File: config.mk
export PLATFORM = sky130hd
export DESIGN_NAME = id_token_stats
export DESIGN_NICKNAME = d
export VERILOG_FILES = /design/src/rtl/id_token_stats.sv
export SDC_FILE = /design/constraint.sdc
export NUM_CORES = 1
export LEC_CHECK = 0
export CORE_MARGIN = 4
export CORE_UTILIZATION = 56
export DETAILED_ROUTE_END_ITERATION = 8
export DONT_BUFFER_PORTS = 1
export PLACE_DENSITY = 0.83
export SLEW_MARGIN = 20
export SYNTH_ARGS = -nofsm -noshare
export SYNTH_HDL_FRONTEND = slang
export SYNTH_SLANG_ARGS = --single-unit
File: constraint.sdc
create_clock -name clk -period 1.7 [get_ports clk]
set_input_delay 0.425 -clock clk [delete_from_list [all_inputs] [get_ports clk]]
set_output_delay 0.425 -clock clk [all_outputs]
set_load 0.005 [all_outputs]
File: src/rtl/id_token_stats.sv
// Token statistics for the identifier-recognizer match flag: counts runs of
// high samples and tracks their lengths. Define ID_STATS_SAT_EN for saturating counters.
module id_token_stats #(
  parameter int CNT_W    = 8,
  parameter int LEN_W    = 6,
  parameter int LONG_LEN = 4
) (
  input  logic             clk,
  input  logic             reset,
  input  logic             match,
  input  logic             clr,
  output logic [CNT_W-1:0] tok_cnt,
  output logic [CNT_W-1:0] long_cnt,
  output logic [LEN_W-1:0] last_len,
  output logic [LEN_W-1:0] max_len,
  output logic             busy,
  output logic             done
);

  localparam logic [1:0] S_IDLE = 2'b00;
  localparam logic [1:0] S_RUN  = 2'b01;
  localparam logic [1:0] S_SKIP = 2'b10;

  logic [1:0]       state_q, state_d;
  logic [LEN_W-1:0] run_len_q, run_len_d;
  logic [CNT_W-1:0] tok_cnt_q, tok_cnt_d;
  logic [CNT_W-1:0] long_cnt_q, long_cnt_d;
  logic [LEN_W-1:0] last_len_q, last_len_d;
  logic [LEN_W-1:0] max_len_q, max_len_d;
  logic             busy_q, busy_d;
  logic             done_q, done_d;

  function automatic logic [LEN_W-1:0] len_inc(input logic [LEN_W-1:0] v);
    return (&v) ? v : v + 1'b1;
  endfunction

  function automatic logic [CNT_W-1:0] cnt_inc(input logic [CNT_W-1:0] v);
`ifdef ID_STATS_SAT_EN
    return (&v) ? v : v + 1'b1;
`else
    return v + 1'b1;
`endif
  endfunction

  always_comb begin
    state_d    = state_q;
    run_len_d  = run_len_q;
    tok_cnt_d  = tok_cnt_q;
    long_cnt_d = long_cnt_q;
    last_len_d = last_len_q;
    max_len_d  = max_len_q;
    done_d     = 1'b0;
    if (clr) begin
      // A run cut by clr is discarded; the remaining high samples are skipped.
      state_d    = match ? S_SKIP : S_IDLE;
      run_len_d  = '0;
      tok_cnt_d  = '0;
      long_cnt_d = '0;
      last_len_d = '0;
      max_len_d  = '0;
    end else begin
      case (state_q)
        S_IDLE: begin
          if (match) begin
            state_d   = S_RUN;
            tok_cnt_d = cnt_inc(tok_cnt_q);
            run_len_d = LEN_W'(1);
          end
        end
        S_RUN: begin
          if (match) begin
            run_len_d = len_inc(run_len_q);
          end else begin
            state_d    = S_IDLE;
            last_len_d = run_len_q;
            done_d     = 1'b1;
            if (run_len_q > max_len_q) max_len_d = run_len_q;
            if (run_len_q >= LEN_W'(LONG_LEN)) long_cnt_d = cnt_inc(long_cnt_q);
          end
        end
        S_SKIP: begin
          if (!match) state_d = S_IDLE;
        end
        default: state_d = S_IDLE;
      endcase
    end
    busy_d = (state_d == S_RUN);
  end

  always_ff @(posedge clk or posedge reset) begin
    if (reset) begin
      state_q    <= S_IDLE;
      run_len_q  <= '0;
      tok_cnt_q  <= '0;
      long_cnt_q <= '0;
      last_len_q <= '0;
      max_len_q  <= '0;
      busy_q     <= 1'b0;
      done_q     <= 1'b0;
    end else begin
      state_q    <= state_d;
      run_len_q  <= run_len_d;
      tok_cnt_q  <= tok_cnt_d;
      long_cnt_q <= long_cnt_d;
      last_len_q <= last_len_d;
      max_len_q  <= max_len_d;
      busy_q     <= busy_d;
      done_q     <= done_d;
    end
  end

  assign tok_cnt  = tok_cnt_q;
  assign long_cnt = long_cnt_q;
  assign last_len = last_len_q;
  assign max_len  = max_len_q;
  assign busy     = busy_q;
  assign done     = done_q;

endmodule

==> qor.yml, run 1 <==
status: "complete, but fails checks"
violations: "negative setup slack"
io_buffers: 0
r2r_setup_slack_ps: -140
cts_tree: "yes"
synthesis.instances: 203
r2r-end: "max_len[5]"
nNetsFinal: 246
die_x_um: 69.01
synth_area_per_cell_um2: 10.27
r2r-start: "run_len_q[4]"
setup_slack_ps: -140.1
start_kind: "flip-flop"
synth_area_leaders: "dfrtp_1 46%, ha_1 7.8%, mux2i_1 4.3%, nand2b_1 3.3%, nor2_1 2.5%"
grt.overflow.total: 0
syn_to_final_growth_pct: 19.15
antenna_found_initial: 0
ys_seq_elements: 38
synth_top_area_share_pct: 45.62
synth_area_leader_cell: "dfrtp_1"
totalPowerFinal_uw: 1724
dieHeight_um: 69.01
cap_violations: 0
synth_cell_types: 46
path_clk_slew_ps: 70
final_cell_area_um2: 2484
clockRootBuffer: "clkbuf_8"
finalWeightedCongestion: 0.9377
maxSlewHeadroom_pct: 68.64
yosysMostFrequentCell: "dfrtp_1"
num_rows: 21
pre_cts_slack_ps: -137.8
num_io_pins: 34
dr.pass1.iters: 5
utilization_pct: 71.61
diodes: 0
grt_pass1_wl_um: 8259
clkSinkCount: 38
critPathMaxFanout: 6
path_class: "flip-flop to flip-flop"
endpoint_kind: "flip-flop"
floorplan.initialDensity_pct: 60.10
ys_seq_area_share_pct: 45.62
grt_use_total_pct: 20.98
dr.first_iter.drc_count: 153
wl_um: 4845
r2r_cells: 5
grt_max_degree: 41
synth_ff_type: "dfrtp_1"
min_period_over_period_pct: 108.2
detailed_place_hpwl_um: 3284
worstSetupEndpoint: "max_len[5]"
grt_pass1_vias: 1749
drive_gt1_share_pct: 26.75
synth_edf_count: 0
fillers: 244
drc: 0
skew_ps: 4.195
synth.cell_area_um2: 2084
arrival_ps: 2040
cts_buffer_depth: 2
vias: 1696
cts_buffers: 5
async_flop_share_pct: 100.0
yosysWarnings: 0
wl_per_cell_um: 17.68
crit_path_start: "run_len_q[4]"
fmax_mhz: 543.5
hold_buffers: 0
power_density_nw_per_um2: 694.0
dieArea_um2: 4762
syn_nets: 220
max_slew.worst_pin.slew_ps: 470.4
timing.hold.ws_ps: 142.3
min_path_type: "input port to asynchronous set/reset pin"
ant_nets: 0
synth_commonest_cells: "38 x dfrtp_1, 14 x nor2_1, 13 x ha_1, 13 x inv_1, 12 x nand2_1"
leakage_uw: 0.001088
htreeDepth: 2
setup_viol: 13
hold_viol_final: 0
core_area_um2: 3468
viasPerCell: 6.190
cp.required_ps: 1900
rsz0062_at_grt: "yes"
ir_drop_mv: 0.5543
min_period_ps: 1840
place_area_um2: 2287
worst_skew_pair.late_latency_ps: 280
finalMaxSlewViolations: 0
-- cells in the final DEF (no fill, tap or decap), types with 5 or more instances in the layout --
cell type  instances
dfrtp_1           38
buf_4             25
nor2_1            14
nand2_1           11
inv_1             11
nand2b_1          11
ha_1              10
mux2i_1            9
nand3_1            9
a21oi_1            6
a22o_1             6
clkbuf_8           6
xor2_1             5
nand4_1            5
o21ai_1            5
-- worst max-delay path, cell delays in order (launching register included) --
cell and delay (ps):
dfrtp_1 390, ha_1 310, and4_1 210, a311o_1 300, a31oi_4 310, mux2i_1 240
-- stage by stage --
stage                     std cells  TNS [ps]
after floorplan                 203    -74.09
final                           274     -1122
after global placement          264    -321.3
after CTS                       273     -1089
after detailed placement        264    -966.5
after global routing            274     -2013
-- cell families (layout without fill, tap and decap cells) --
logic type | Yosys count | after routing | share of synthesized area [%]
AOI/OAI and AO/OA | 40 | 40 | 15.07
muxes | 9 | 9 | 4.322
and+or+nand+nor | 74 | 74 | 19.51
DFF | 38 | 38 | 45.62
xor gates and xnor gates | 8 | 8 | 3.361
buffers and inverters | 21 | 46 | 4.321
adders and majority gates | 13 | 13 | 7.803
-- power breakdown --
group / total (uW) / switching, uW / internal [uW]
logic: 189 / 109 / 79.7
registers: 943 / 21.2 / 922
clock network: 591 / 279 / 312
-- cell type report --
type,count,area (um^2),area share (%)
Timing Repair Buffer,27,210.2,8.463
Sequential cell,38,950.9,38.29
Inverter,13,48.80,1.965
Multi-Input combinational cell,144,1134,45.64
Clock buffer,6,82.58,3.325
Tap cell,46,57.56,2.317
-- per-layer routing --
layer | track usage, % | wire length [um] | vias up
met4 | 8.026 | 97 | 0
met5 | 0 | 0 | -
met2 | 34.53 | 2499 | 71
met3 | 6.250 | 318 | 15
li1 | - | - | 766
met1 | 25.84 | 1929 | 844
-- flip-flops by register name, indices dropped and copies added (netlist names) --
signal / count
long_cnt: 8
tok_cnt: 8
last_len: 6
max_len: 6
run_len_q: 6
state_q: 2
busy: 1
done: 1
-- worst min path at each step --
stage	from	end	slack (ps)
3_5_place_dp	reset	tok_cnt[5]	450
2_1_floorplan	last_len[0]	last_len[0]	490
5_1_grt	clr	long_cnt[3]	180
3_3_place_gp	reset	tok_cnt[5]	450
4_1_cts	reset	tok_cnt[5]	150
6_report	reset	tok_cnt[4]	140
-- repair_timing --
item                                    in CTS  in global routing
endpoints found under the setup margin      14                 22
buffers inserted                             3                  1
pin swaps                                    6                  3
gates resized for setup                     11                 12
(Power assumes the default switching activity.)
==> run 2, diff against run 1 <==
--- a/config.mk
+++ b/config.mk
@@ -10,6 +10,7 @@
 export DETAILED_ROUTE_END_ITERATION = 8
 export DONT_BUFFER_PORTS = 1
 export PLACE_DENSITY = 0.83
+export SKIP_CTS_REPAIR_TIMING = 1
 export SLEW_MARGIN = 20
 export SYNTH_ARGS = -nofsm -noshare
 export SYNTH_HDL_FRONTEND = slang
==> qor.yml, run 2 (same netlist as run 1, synthesis figures left out) <==
start_kind: "flip-flop"
diodes: 0
min_period_ps: 1869
grt_max_degree: 41
r2r_cells: 7
endpoint_kind: "flip-flop"
cts_tree: "yes"
violations: "negative setup slack"
pre_cts_slack_ps: -137.8
p_comb_share_pct: 10.6
dieHeight_um: 69.01
power_density_nw_per_um2: 704.4
core_area_um2: 3468
setup_slack_ps: -168.9
cap_violations: 0
final_cell_mix: "38 x dfrtp_1, 22 x buf_4, 14 x nor2_1"
nNetsFinal: 244
leakage_uw: 0.001079
io_buffers: 0
cp.required_ps: 1900
status: "complete, but fails checks"
fmax_mhz: 535.1
antenna_found_initial: 0
dr.pass1.iters: 4
grt.overflow.total: 0
clkSinkCount: 38
setup_viol: 14
sw_frac_of_total_pct: 23.85
wl_per_cell_um: 17.54
grt_pass1_vias: 1732
die_x_um: 69.01
grt_use_total_pct: 20.53
arrival_ps: 2070
dr.first_iter.drc_count: 127
totalPowerFinal_uw: 1723
dieArea_um2: 4762
min_period_over_period_pct: 109.9
max_slew.worst_pin.slew_ps: 483.2
num_io_pins: 34
pwr-share-clk_pct: 34.7
dp.cells: 264
htreeDepth: 2
p_int_uw: 1312
maxSlewHeadroom_pct: 67.79
cts_buffers: 5
clockRootBuffer: "clkbuf_8"
skew_ps: 4.314
finalWeightedCongestion: 0.9377
grt_pass1_wl_um: 8066
mostFrequentLayoutCell: "dfrtp_1"
ant_nets: 0
viasPerCell: 6.044
ir_drop_mv: 0.5670
layout.cells.non_filler: 272
path_clk_slew_ps: 70
wl_um: 4770
path_class: "flip-flop to flip-flop"
worst_skew_pair.late_latency_ps: 280
drive_gt1_share_pct: 24.78
critPathMaxFanout: 6
detailed_place_hpwl_um: 3284
finalMaxSlewViolations: 0
syn_to_final_growth_pct: 17.35
hold_viol_final: 0
num_rows: 21
min_path_type: "input port to asynchronous set/reset pin"
drc: 0
p_seq_share_pct: 54.7
rsz0062_at_grt: "yes"
cts_buffer_depth: 2
floorplan.initialDensity_pct: 60.10
vias: 1644
p_switching_uw: 410.9
==> run 2: changes by cell type in the layout (fill, tap and decap cells not counted), sizes merged <==
cell  delta
buf      -2
==> run 2: per-stage QoR <==
step | util [%] | hold WS [ps] | TNS, ps | area [um^2]
final | 70.53 | 143.4 | -1477 | 2446
after global routing | 70.53 | 176.0 | -2631 | 2446
after CTS | 68.33 | 154.0 | -1261 | 2370
after detailed placement | 65.95 | 454.1 | -966.5 | 2287
after global placement | 65.95 | 449.0 | -321.3 | 2287
after floorplan | - | 489.7 | -74.09 | 2098
==> run 2: metal layers <==
metal,wire length (um),GRT usage (%),vias to the layer above,part of all wire (%)
met5,0,0,-,0
met4,90,8.026,0,1.9
met3,326,6.395,13,6.8
met2,2388,34.00,48,50
met1,1965,24.86,820,41
li1,-,-,763,-
==> run 2: power groups by stage <==
stage	Combinational [uW]	Sequential, uW	Clock [uW]
after floorplan	128	956	0
after global placement	158	956	0
after detailed placement	167	958	0
after CTS	171	941	601
after global routing	205	945	649
final	183	942	597
==> run 2: area by class of cell <==
cell class / instances / area, um^2
inverters: 13 / 48.80
multi-input cells: 144 / 1107
repair buffers: 25 / 198.9
well taps: 46 / 57.56
clock buffers: 6 / 82.58
flip-flops and latches: 38 / 950.9
fillers: 253 / 1022
==> run 2: worst max-delay path, cell delays in order (launching register included) <==
cell and delay (ps):
dfrtp_1 400, buf_4 140, buf_4 130, or4_4 550, o22ai_4 200, buf_6 160, o21ai_1 70, a21oi_1 150
==> run 2: final timing paths <==
path	startpoint	endpoint	slack [ps]
max	run_len_q[4]	long_cnt[4]	-170
min	reset	tok_cnt[5]	140
max reg2reg	run_len_q[4]	long_cnt[4]	-170
min reg2reg	last_len[5]	last_len[5]	540
max in group asynchronous	reset	run_len_q[5]	1220
min in group clk	clr	long_cnt[3]	190
